**config.mk**
```make
export PLATFORM = sky130hd
export DESIGN_NAME = core_dmem_arbiter_flat
export DESIGN_NICKNAME = d
export VERILOG_FILES = /design/src/rtl/core_dmem_arbiter_if.sv /design/src/rtl/core_dmem_arbiter.sv /design/src/flat_wrapper.sv
export SDC_FILE = /design/constraint.sdc
export NUM_CORES = 1
export LEC_CHECK = 0
export CAP_MARGIN = 20
export CORE_AREA = 2 2 238 240
export CTS_CLUSTER_SIZE = 24
export DETAILED_ROUTE_END_ITERATION = 6
export DIE_AREA = 0 0 240 242
export DONT_BUFFER_PORTS = 1
export GPL_TIMING_DRIVEN = 1
export MAX_ROUTING_LAYER = met4
export SLEW_MARGIN = 20
export SYNTH_ARGS = -nofsm -noshare
export SYNTH_HDL_FRONTEND = slang
export SYNTH_SLANG_ARGS = --single-unit
```
**constraint.sdc**
```tcl
create_clock -name g_clk -period 2.2 [get_ports g_clk]
set_input_delay 0.22 -clock g_clk [delete_from_list [all_inputs] [get_ports g_clk]]
set_output_delay 0.22 -clock g_clk [all_outputs]
set_load 0.03 [all_outputs]
```
**src/rtl/core_dmem_arbiter_if.sv**
```systemverilog
// core_dmem_arbiter_if -- one data-memory request/response channel.
//
// Carries a request (req/gnt plus wen, strb, addr, wdata) and a response
// (recv/ack plus error, rdata).
//   master : requester side; drives the request and ack, receives gnt and
//            the response.
//   slave  : responder side; receives the request and ack, drives gnt and
//            the response.
interface core_dmem_arbiter_if #(
  parameter int XLEN = 64
);
  logic            req;
  logic            gnt;
  logic            wen;
  logic [7:0]      strb;
  logic [XLEN-1:0] addr;
  logic [XLEN-1:0] wdata;
  logic            recv;
  logic            ack;
  logic            error;
  logic [XLEN-1:0] rdata;

  modport master (
    output req, wen, strb, addr, wdata, ack,
    input  gnt, recv, error, rdata
  );

  modport slave (
    input  req, wen, strb, addr, wdata, ack,
    output gnt, recv, error, rdata
  );
endinterface

```
**src/rtl/core_dmem_arbiter.sv**
```systemverilog
// core_dmem_arbiter -- two-requester data-memory arbiter.
//
// Requester 0 (LSU) and requester 1 (secondary port) share one memory bus.
// Accepted requests record their requester ID in an owner FIFO of depth
// OUTSTANDING so that in-order responses return to the right requester.
// A request left waiting on the bus holds the arbitration lock until the
// memory grants it.
//
// Ports:
//   g_clk      clock, rising edge
//   g_reset    asynchronous, active-high reset
//   r0, r1     requester channels (slave modport)
//   m          memory bus channel (master modport)
//   stray_rsp  pulses when a response arrives with nothing outstanding
//
// Build option: define CORE_DMEM_ARB_RR_EN for round-robin arbitration
// between simultaneous requests; otherwise requester 0 has fixed priority.
module core_dmem_arbiter #(
  parameter int XLEN        = 64,
  parameter int OUTSTANDING = 2
) (
  input  logic                g_clk,
  input  logic                g_reset,
  core_dmem_arbiter_if.slave  r0,
  core_dmem_arbiter_if.slave  r1,
  core_dmem_arbiter_if.master m,
  output logic                stray_rsp
);

  localparam int              PW       = (OUTSTANDING > 1) ? $clog2(OUTSTANDING) : 1;
  localparam logic [2:0]      CNT_MAX  = 3'(OUTSTANDING);
  localparam logic [PW-1:0]   PTR_LAST = PW'(OUTSTANDING - 1);

  typedef enum logic {
    ST_IDLE,
    ST_HOLD
  } state_t;

  state_t                 state_q, state_d;
  logic                   sel_q, sel_d;
  logic [2:0]             count_q, count_d;
  logic [PW-1:0]          wptr_q, wptr_d;
  logic [PW-1:0]          rptr_q, rptr_d;
  logic [OUTSTANDING-1:0] fifo_q, fifo_d;
`ifdef CORE_DMEM_ARB_RR_EN
  logic                   last_gnt_q, last_gnt_d;
`endif

  logic run;
  logic sel;
  logic rsel_req;
  logic req;
  logic push;
  logic pop;
  logic has_out;
  logic owner;
  logic ack;

  // Outputs are masked while reset is high; only the stray-response ack
  // path stays live so the bus is never left hanging.
  assign run     = ~g_reset;
  assign has_out = (count_q != 3'd0);
  assign owner   = fifo_q[rptr_q];

  always_comb begin
    sel = 1'b0;
    if (state_q == ST_HOLD) begin
      sel = sel_q;
    end else if (r0.req && r1.req) begin
`ifdef CORE_DMEM_ARB_RR_EN
      sel = ~last_gnt_q;
`else
      sel = 1'b0;
`endif
    end else begin
      sel = r1.req;
    end
  end

  // Full FIFO blocks the request even if a response pops in the same cycle.
  assign rsel_req = sel ? r1.req : r0.req;
  assign req      = run && rsel_req && (count_q < CNT_MAX);
  assign push     = req && m.gnt;
  // With nothing outstanding the response is stray and is always accepted.
  assign ack      = has_out ? (owner ? r1.ack : r0.ack) : m.recv;
  assign pop      = m.recv && ack && has_out;

  always_comb begin
    state_d = state_q;
    sel_d   = sel;
    count_d = count_q;
    wptr_d  = wptr_q;
    rptr_d  = rptr_q;
    fifo_d  = fifo_q;
`ifdef CORE_DMEM_ARB_RR_EN
    last_gnt_d = last_gnt_q;
`endif

    unique case (state_q)
      ST_IDLE: if (req && !m.gnt) state_d = ST_HOLD;
      ST_HOLD: if (m.gnt)         state_d = ST_IDLE;
      default: state_d = ST_IDLE;
    endcase

    if (push) begin
      fifo_d[wptr_q] = sel;
      wptr_d = (wptr_q == PTR_LAST) ? '0 : wptr_q + 1'b1;
`ifdef CORE_DMEM_ARB_RR_EN
      last_gnt_d = sel;
`endif
    end
    if (pop) begin
      rptr_d = (rptr_q == PTR_LAST) ? '0 : rptr_q + 1'b1;
    end

    case ({push, pop})
      2'b10:   count_d = count_q + 3'd1;
      2'b01:   count_d = count_q - 3'd1;
      default: count_d = count_q;
    endcase
  end

  always_ff @(posedge g_clk or posedge g_reset) begin
    if (g_reset) begin
      state_q    <= ST_IDLE;
      sel_q      <= 1'b0;
      count_q    <= '0;
      wptr_q     <= '0;
      rptr_q     <= '0;
      fifo_q     <= '0;
`ifdef CORE_DMEM_ARB_RR_EN
      last_gnt_q <= 1'b1;
`endif
    end else begin
      state_q    <= state_d;
      sel_q      <= sel_d;
      count_q    <= count_d;
      wptr_q     <= wptr_d;
      rptr_q     <= rptr_d;
      fifo_q     <= fifo_d;
`ifdef CORE_DMEM_ARB_RR_EN
      last_gnt_q <= last_gnt_d;
`endif
    end
  end

  assign m.req   = req;
  assign m.wen   = run && (sel ? r1.wen : r0.wen);
  assign m.strb  = run ? (sel ? r1.strb  : r0.strb)  : '0;
  assign m.addr  = run ? (sel ? r1.addr  : r0.addr)  : '0;
  assign m.wdata = run ? (sel ? r1.wdata : r0.wdata) : '0;
  assign m.ack   = ack;

  assign r0.gnt   = push && !sel;
  assign r1.gnt   = push && sel;
  assign r0.recv  = run && m.recv && has_out && !owner;
  assign r1.recv  = run && m.recv && has_out && owner;
  assign r0.error = run && m.error;
  assign r1.error = run && m.error;
  assign r0.rdata = run ? m.rdata : '0;
  assign r1.rdata = run ? m.rdata : '0;

  assign stray_rsp = run && m.recv && !has_out;

endmodule
```
**src/flat_wrapper.sv**
```systemverilog
// flat-port wrapper written by rule: the top's interface ports become plain ports
module core_dmem_arbiter_flat 
#(
  parameter int XLEN        = 64,
  parameter int OUTSTANDING = 2
)
  (g_clk, g_reset, stray_rsp, r0_req, r0_wen, r0_strb, r0_addr, r0_wdata, r0_ack, r0_gnt, r0_recv, r0_error, r0_rdata, r1_req, r1_wen, r1_strb, r1_addr, r1_wdata, r1_ack, r1_gnt, r1_recv, r1_error, r1_rdata, m_req, m_wen, m_strb, m_addr, m_wdata, m_ack, m_gnt, m_recv, m_error, m_rdata);
  core_dmem_arbiter_if #(.XLEN(XLEN)) r0_i ();
  core_dmem_arbiter_if #(.XLEN(XLEN)) r1_i ();
  core_dmem_arbiter_if #(.XLEN(XLEN)) m_i ();
  input  logic g_clk;
  input  logic g_reset;
  output logic stray_rsp;
  input wire logic [$bits(r0_i.req)-1:0] r0_req;
  input wire logic [$bits(r0_i.wen)-1:0] r0_wen;
  input wire logic [$bits(r0_i.strb)-1:0] r0_strb;
  input wire logic [$bits(r0_i.addr)-1:0] r0_addr;
  input wire logic [$bits(r0_i.wdata)-1:0] r0_wdata;
  input wire logic [$bits(r0_i.ack)-1:0] r0_ack;
  output wire logic [$bits(r0_i.gnt)-1:0] r0_gnt;
  output wire logic [$bits(r0_i.recv)-1:0] r0_recv;
  output wire logic [$bits(r0_i.error)-1:0] r0_error;
  output wire logic [$bits(r0_i.rdata)-1:0] r0_rdata;
  input wire logic [$bits(r1_i.req)-1:0] r1_req;
  input wire logic [$bits(r1_i.wen)-1:0] r1_wen;
  input wire logic [$bits(r1_i.strb)-1:0] r1_strb;
  input wire logic [$bits(r1_i.addr)-1:0] r1_addr;
  input wire logic [$bits(r1_i.wdata)-1:0] r1_wdata;
  input wire logic [$bits(r1_i.ack)-1:0] r1_ack;
  output wire logic [$bits(r1_i.gnt)-1:0] r1_gnt;
  output wire logic [$bits(r1_i.recv)-1:0] r1_recv;
  output wire logic [$bits(r1_i.error)-1:0] r1_error;
  output wire logic [$bits(r1_i.rdata)-1:0] r1_rdata;
  output wire logic [$bits(m_i.req)-1:0] m_req;
  output wire logic [$bits(m_i.wen)-1:0] m_wen;
  output wire logic [$bits(m_i.strb)-1:0] m_strb;
  output wire logic [$bits(m_i.addr)-1:0] m_addr;
  output wire logic [$bits(m_i.wdata)-1:0] m_wdata;
  output wire logic [$bits(m_i.ack)-1:0] m_ack;
  input wire logic [$bits(m_i.gnt)-1:0] m_gnt;
  input wire logic [$bits(m_i.recv)-1:0] m_recv;
  input wire logic [$bits(m_i.error)-1:0] m_error;
  input wire logic [$bits(m_i.rdata)-1:0] m_rdata;
  assign r0_i.req = r0_req;
  assign r0_i.wen = r0_wen;
  assign r0_i.strb = r0_strb;
  assign r0_i.addr = r0_addr;
  assign r0_i.wdata = r0_wdata;
  assign r0_i.ack = r0_ack;
  assign r0_gnt = r0_i.gnt;
  assign r0_recv = r0_i.recv;
  assign r0_error = r0_i.error;
  assign r0_rdata = r0_i.rdata;
  assign r1_i.req = r1_req;
  assign r1_i.wen = r1_wen;
  assign r1_i.strb = r1_strb;
  assign r1_i.addr = r1_addr;
  assign r1_i.wdata = r1_wdata;
  assign r1_i.ack = r1_ack;
  assign r1_gnt = r1_i.gnt;
  assign r1_recv = r1_i.recv;
  assign r1_error = r1_i.error;
  assign r1_rdata = r1_i.rdata;
  assign m_req = m_i.req;
  assign m_wen = m_i.wen;
  assign m_strb = m_i.strb;
  assign m_addr = m_i.addr;
  assign m_wdata = m_i.wdata;
  assign m_ack = m_i.ack;
  assign m_i.gnt = m_gnt;
  assign m_i.recv = m_recv;
  assign m_i.error = m_error;
  assign m_i.rdata = m_rdata;
  core_dmem_arbiter #(.XLEN(XLEN), .OUTSTANDING(OUTSTANDING)) u_core (.g_clk(g_clk), .g_reset(g_reset), .r0(r0_i), .r1(r1_i), .m(m_i), .stray_rsp(stray_rsp));
endmodule
```
==> results of run 1 <==
[how the worst min path moves through the flow]
stage | start | end | slack, ns | depth (start not counted)
2_1_floorplan | m_gnt | u_core.state_q | 0.29 | 1
6_report | m_gnt | u_core.state_q | 0.05 | 1
3_3_place_gp | g_reset | u_core.count_q[2] | 0.16 | 1
3_5_place_dp | g_reset | u_core.count_q[1] | 0.17 | 1
4_1_cts | m_gnt | u_core.state_q | 0.04 | 1
5_1_grt | m_gnt | u_core.state_q | 0.04 | 1
[area by class of cell]
type                    count  area [µm²]  area share (%)
multi-input cells         511        2560            44.5
diodes                      4        10.0           0.174
inverters                   6        35.0           0.609
clock inverters             1        5.00          0.0870
well taps                 756         946            16.4
repair buffers            228        1900            33.0
clock buffers               3        75.1            1.30
flip-flops and latches      9         225            3.91
[sequential cells by signal, summed over array words and instances (netlist names)]
signal and count:
u_core.wptr_q 1, u_core.state_q 1, u_core.sel_q 1, u_core.count_q 3, u_core.fifo_q 2, u_core.rptr_q 1
[repair_timing]
item | in CTS | in global routing
hold buffers | 1 | 0
buffers inserted | 0 | 2
endpoints found under the hold margin | 9 | 0
gates resized for setup | 1 | 35
pin swaps | 0 | 2
gates cloned | 0 | 4
endpoints found under the setup margin | 4 | 109
[cells in the mapped netlist (3+ instances only)]
cell      count
nor2_1        8
buf_2        18
clkbuf_1     31
nand2_1     275
xor2_1        3
a21oi_1     138
inv_1         5
mux2i_1       3
buf_4        68
nor2b_1      65
dfrtp_1       9
[per-layer routing]
metal,global-route usage (%),share of wire (%)
met5,-,0
met4,3.29,3.6
met3,2.26,9.7
met2,18.6,51
met1,10.2,35
[power breakdown]
part	leakage, µW	total, µW	internal, µW	switching, µW
Sequential	0.000112	314	241	73.6
Clock	0.0000409	320	240	80.6
Combinational	0.00236	2640	885	1760
Total	0.00251	3280	1370	1910
[worst max-delay path: stages (launching register included)]
cell and delay [ns]:
dfrtp_1 0.40, nor2_1 0.07, a22oi_2 0.27, buf_6 0.25, buf_16 0.19, nand2_1 0.09
a21oi_2 0.22, buf_6 0.17
[cell families (layout without fill, tap and decap cells)]
logic type	Yosys count	in the layout	synth area share (%)
AO/OA/AOI/OAI	146	146	22.6
XOR/XNOR	5	5	1.30
adder cells (fa/ha/maj)	2	2	0.969
buffers and inverters	124	238	22.1
flip-flops	9	9	6.71
AND/OR/NAND/NOR	355	355	45.4
multiplexers	3	3	0.895
other	0	4	0
[metrics by stage]
stage | instances | setup WS (ns) | setup TNS, ns | area [µm²] | util, %
after detailed placement | 1503 | 0.0424 | 0 | 5410 | 9.70
after global routing | 1518 | -0.0124 | -0.0286 | 5750 | 10.3
after CTS | 1508 | -0.00173 | -0.00173 | 5500 | 9.87
after floorplan | 644 | 0.184 | 0 | 3360 | -
final | 1518 | 0.0545 | 0 | 5750 | 10.3
after global placement | 1503 | 0.0602 | 0 | 5410 | 9.70
[cells in the final DEF (no fill, tap or decap), types with 2 or more instances in the layout]
master,n
a21oi_1,124
a21oi_2,14
buf_12,2
buf_16,3
buf_4,211
buf_6,6
clkbuf_16,7
dfrtp_1,9
diode_2,4
inv_1,5
mux2i_2,2
nand2_1,268
nand2_2,7
nor2_1,7
nor2b_1,30
nor2b_2,35
o21ai_0,2
o31ai_1,2
xnor2_1,2
xor2_1,3
==> results.cfg, run 1 <==
[sta]
fin_skew_ns = 0.00153
min_period_ns = 2.15
hold_slack_ns = 0.0490
hold_viol_final = 0
slew_viol_final = 0
slew_headroom_pct = 59.4
finalSetupViolCount = 0
finalCritPeriodShare_pct = 97.5
max_freq_mhz = 466
tightest_slew_ns = 0.606
rsz0062_at_grt = true

[floorplan]
dieWidth_um = 240
chipHeight_um = 242
core-area_um2 = 55700
placementRows = 87
die_area_um2 = 58100
initial_core_util_pct = 6.02
pin_count = 621

[grt]
antenna_found_initial = 7
track_usage_pct = 9.96
grt_pass1_wl_um = 37600
overflow = 0
grt_pass1_vias = 4180
grt_start_max_net_pins = 208

[logic_synthesis]
synth_top_area_share_pct = 30.7
synth_area_leaders = nand2_1, a21oi_1, buf_4
synth-edff-count = 0
syn-cell-area_um2 = 3360
synthesis.instances = 644
ys_seq_elements = 9
syn_nets = 993
synth_ff_type = dfrtp_1
synth_warnings = 0
ys_types = 29
synth.avg_cell_area_um2 = 5.21
ys_async_sr_fraction_pct = 100
ys_seq_area_share_pct = 6.71
synth_top_area_cell = nand2_1

[setup_path]
rr_startpoint = u_core.rptr_q
worstSetupEndpoint = m_wdata[53]
path_class = reg2out
worstSetupEndpointType = primary output
critPathArrivalTime_ns = 1.93
r2r_end = u_core.count_q[2]
cp_max_fo = 24
start_kind = register
crit_start = u_core.state_q
r2r_setup_slack_ns = 0.15
critPathRequiredTime_ns = 1.98
r2r.worst_path.cells = 9

[layout]
nFillCells = 6590
drive_gt1_share_pct = 38.8
final_nets = 1108
syn_to_final_growth_pct = 71.4

[run_status]
status = finished, final reports clean

[place]
gp_congestion = 0.938
hpwl_um = 28100
port_buffers = 0

[power_and_ir_drop]
ir_worst_vdd_v = 0.000225
finalPower_uw = 3280
leakagePower_uw = 0.00251
p_per_area_nw_per_um2 = 570

[routing]
drtPass1Iterations = 5
ant_nets = 0
drc = 0
wl_per_cell_um = 21.8
vias_per_cell = 3.34
drt_iter0_drc = 256
drt_wl_total_um = 33200
vias = 5074

[clocking]
clk_pin_slew_ns = 0.04
clk_path_buf_depth = 2
cts-root-buf = clkbuf_16
cts_made_buffers = 3
cts.sinks = 9
insertion_delay_ns = 0.23
h-tree-depth = 1
tritoncts = done

[worst_hold_path]
min_path_type = in2reg

[job]
drv_cap = 0
(Power assumes the default switching activity.)
==> run 2: changes to the inputs <==
Settings changed: MAX_ROUTING_LAYER met4 to not set.
==> run 2 against run 1 <==
Clock-buffer cell count unchanged. Setup slack got worse by 0.0042 ns. Clock skew hardly changed.
==> results.cfg, run 2 (synthesis gave the netlist of run 1 again) <==
[sta]
tightest_slew_ns = 0.572
hold_viol_final = 0
finalSetupViolCount = 0
max_freq_mhz = 465
slew_viol_final = 0
slew_headroom_pct = 61.7
fin_skew_ns = 0.00133
rsz0062_at_grt = false
min_period_ns = 2.15
finalCritPeriodShare_pct = 97.7

[clocking]
clk_path_buf_depth = 2
clk_pin_slew_ns = 0.04
tritoncts = done
h-tree-depth = 1
cts-root-buf = clkbuf_16
insertion_delay_ns = 0.23
cts_made_buffers = 3
cts.sinks = 9

[floorplan]
pin_count = 621
initial_core_util_pct = 6.02
chipHeight_um = 242
placementRows = 87
dieWidth_um = 240
die_area_um2 = 58100
core-area_um2 = 55700

[grt]
track_usage_pct = 9.71
overflow = 0
grt_pass1_wl_um = 38100
grt_pass1_vias = 4321
antenna_found_initial = 9
grt_start_max_net_pins = 208

[worst_hold_path]
hp-start = m_gnt
whs_path_depth = 1
min_path_type = in2reg
hold_path_end = u_core.state_q

[power_and_ir_drop]
ir_worst_vdd_v = 0.000307
leakagePower_uw = 0.00255
p_per_area_nw_per_um2 = 575
finalPower_uw = 3340

[layout]
reg_top3 = u_core.count_q: 3 flops, u_core.fifo_q: 2 flops
syn_to_final_growth_pct = 72.8
most-common-layout-cells = nand2_1, buf_4, a21oi_1
regMostFlops = u_core.count_q
final_common_cell = nand2_1
largest_register_ffs = 3
drive_gt1_share_pct = 38.1
final_nets = 1112
fin_cells = 1525
nFillCells = 6565

[setup_path]
path_class = reg2out
worstSetupEndpointType = primary output
r2r_end = u_core.count_q[2]
r2r_setup_slack_ns = 0.12
rr_startpoint = u_core.rptr_q
critPathArrivalTime_ns = 1.93
path_cells = nor2_1, a22oi_2, buf_6, clkbuf_16, nand2_1, a21oi_1, buf_4
critPathRequiredTime_ns = 1.98
slowest_stage = dfrtp_1
cp_max_fo = 23
crit_path_max_incr_delay_ns = 0.40
r2r.worst_path.cells = 9
start_kind = register

[routing]
drt_iter0_drc = 252
drtPass1Iterations = 4
ant_nets = 0
drt_wl_total_um = 34000
wl_per_cell_um = 22.3
vias = 5086
vias_per_cell = 3.34
drc = 0

[place]
gp_congestion = 0.926
hpwl_um = 28100
place_inst = 1504
port_buffers = 0

[job]
drv_cap = 0

[run_status]
status = finished, final reports clean
[run 2: cell types whose count changed in the layout (fill, tap and decap cells not counted), sizes merged]
cell / previous run / this run
buf: 223 / 225
clkbuf: 7 / 9
clkinv: 2 / 1
diode: 4 / 7
inv: 5 / 6
[run 2: worst max path at each step]
stage	depth (start not counted)	start	to	slack, ns
after CTS	6	u_core.state_q	m_addr[5]	-0.0004
after global placement	9	u_core.rptr_q	u_core.count_q[2]	0.02
after floorplan	8	u_core.state_q	u_core.count_q[2]	0.18
after detailed placement	9	u_core.rptr_q	u_core.count_q[2]	0.04
final	7	u_core.state_q	m_wdata[44]	0.05
after global routing	7	u_core.state_q	m_addr[5]	0.0003
[run 2: area by class of cell]
type | instances | area (µm²) | area share (%)
repair buffers | 232 | 1960 | 33.9
clock inverters | 1 | 5.00 | 0.0863
diodes | 7 | 17.5 | 0.302
clock buffers | 3 | 75.1 | 1.29
well taps | 756 | 946 | 16.3
inverters | 6 | 38.8 | 0.669
multi-input cells | 511 | 2530 | 43.6
flip-flops and latches | 9 | 225 | 3.88
[run 2: power by group]
| group | internal, µW | total, µW | leakage [µW] | switching [µW] |
|---|---|---|---|---|
| Combinational | 911 | 2700 | 0.00240 | 1790 |
| Clock | 240 | 320 | 0.0000409 | 80.8 |
| Sequential | 241 | 311 | 0.000112 | 70.7 |
| Total | 1390 | 3340 | 0.00255 | 1950 |
[run 2: worst max-delay path, delay by kind of cell, from the launching register on]
| family | cells | cell delay (ns) |
|---|---|---|
| AOI/OAI and AO/OA | 2 | 0.42 |
| DFF | 1 | 0.40 |
| and+or+nand+nor | 2 | 0.15 |
| buffers and inverters | 3 | 0.70 |
[run 2: what timing repair did]
action                                 4_1_cts  5_1_grt
pin swaps                                    0        2
gates cloned                                 0        7
setup buffers                                0        2
hold buffers                                 1        0
gates resized for setup                      0       28
setup endpoints to repair                    1      110
endpoints found under the hold margin        9        0
[run 2: metrics by stage]
step / worst slack, ns / instance area [µm²] / hold slack [ns] / TNS [ns] / util [%]
4_1_cts: -0.000381 / 5500 / 0.0496 / -0.000381 / 9.87
2_1_floorplan: 0.184 / 3360 / 0.286 / 0 / -
5_1_grt: 0.000308 / 5800 / 0.0451 / 0 / 10.4
3_3_place_gp: 0.0212 / 5410 / 0.154 / 0 / 9.71
6_report: 0.0503 / 5800 / 0.0528 / 0 / 10.4
3_5_place_dp: 0.0391 / 5410 / 0.156 / 0 / 9.71
[run 2: metal layers]
metal / share of wire, % / routed length (µm) / global-route usage, % / up-vias
li1: - / - / - / 2226
met1: 36 / 12200 / 10.2 / 2312
met2: 52 / 17600 / 18.9 / 492
met3: 9.3 / 3160 / 2.39 / 56
met4: 3.0 / 1040 / 2.54 / 0
met5: 0 / 0 / 0 / -
==> run 3: changes to the inputs <==
Settings changed: MAX_ROUTING_LAYER set to met4.
==> results of run 3 <==
The final DEF is identical to that of run 1; final timing and power are the same.
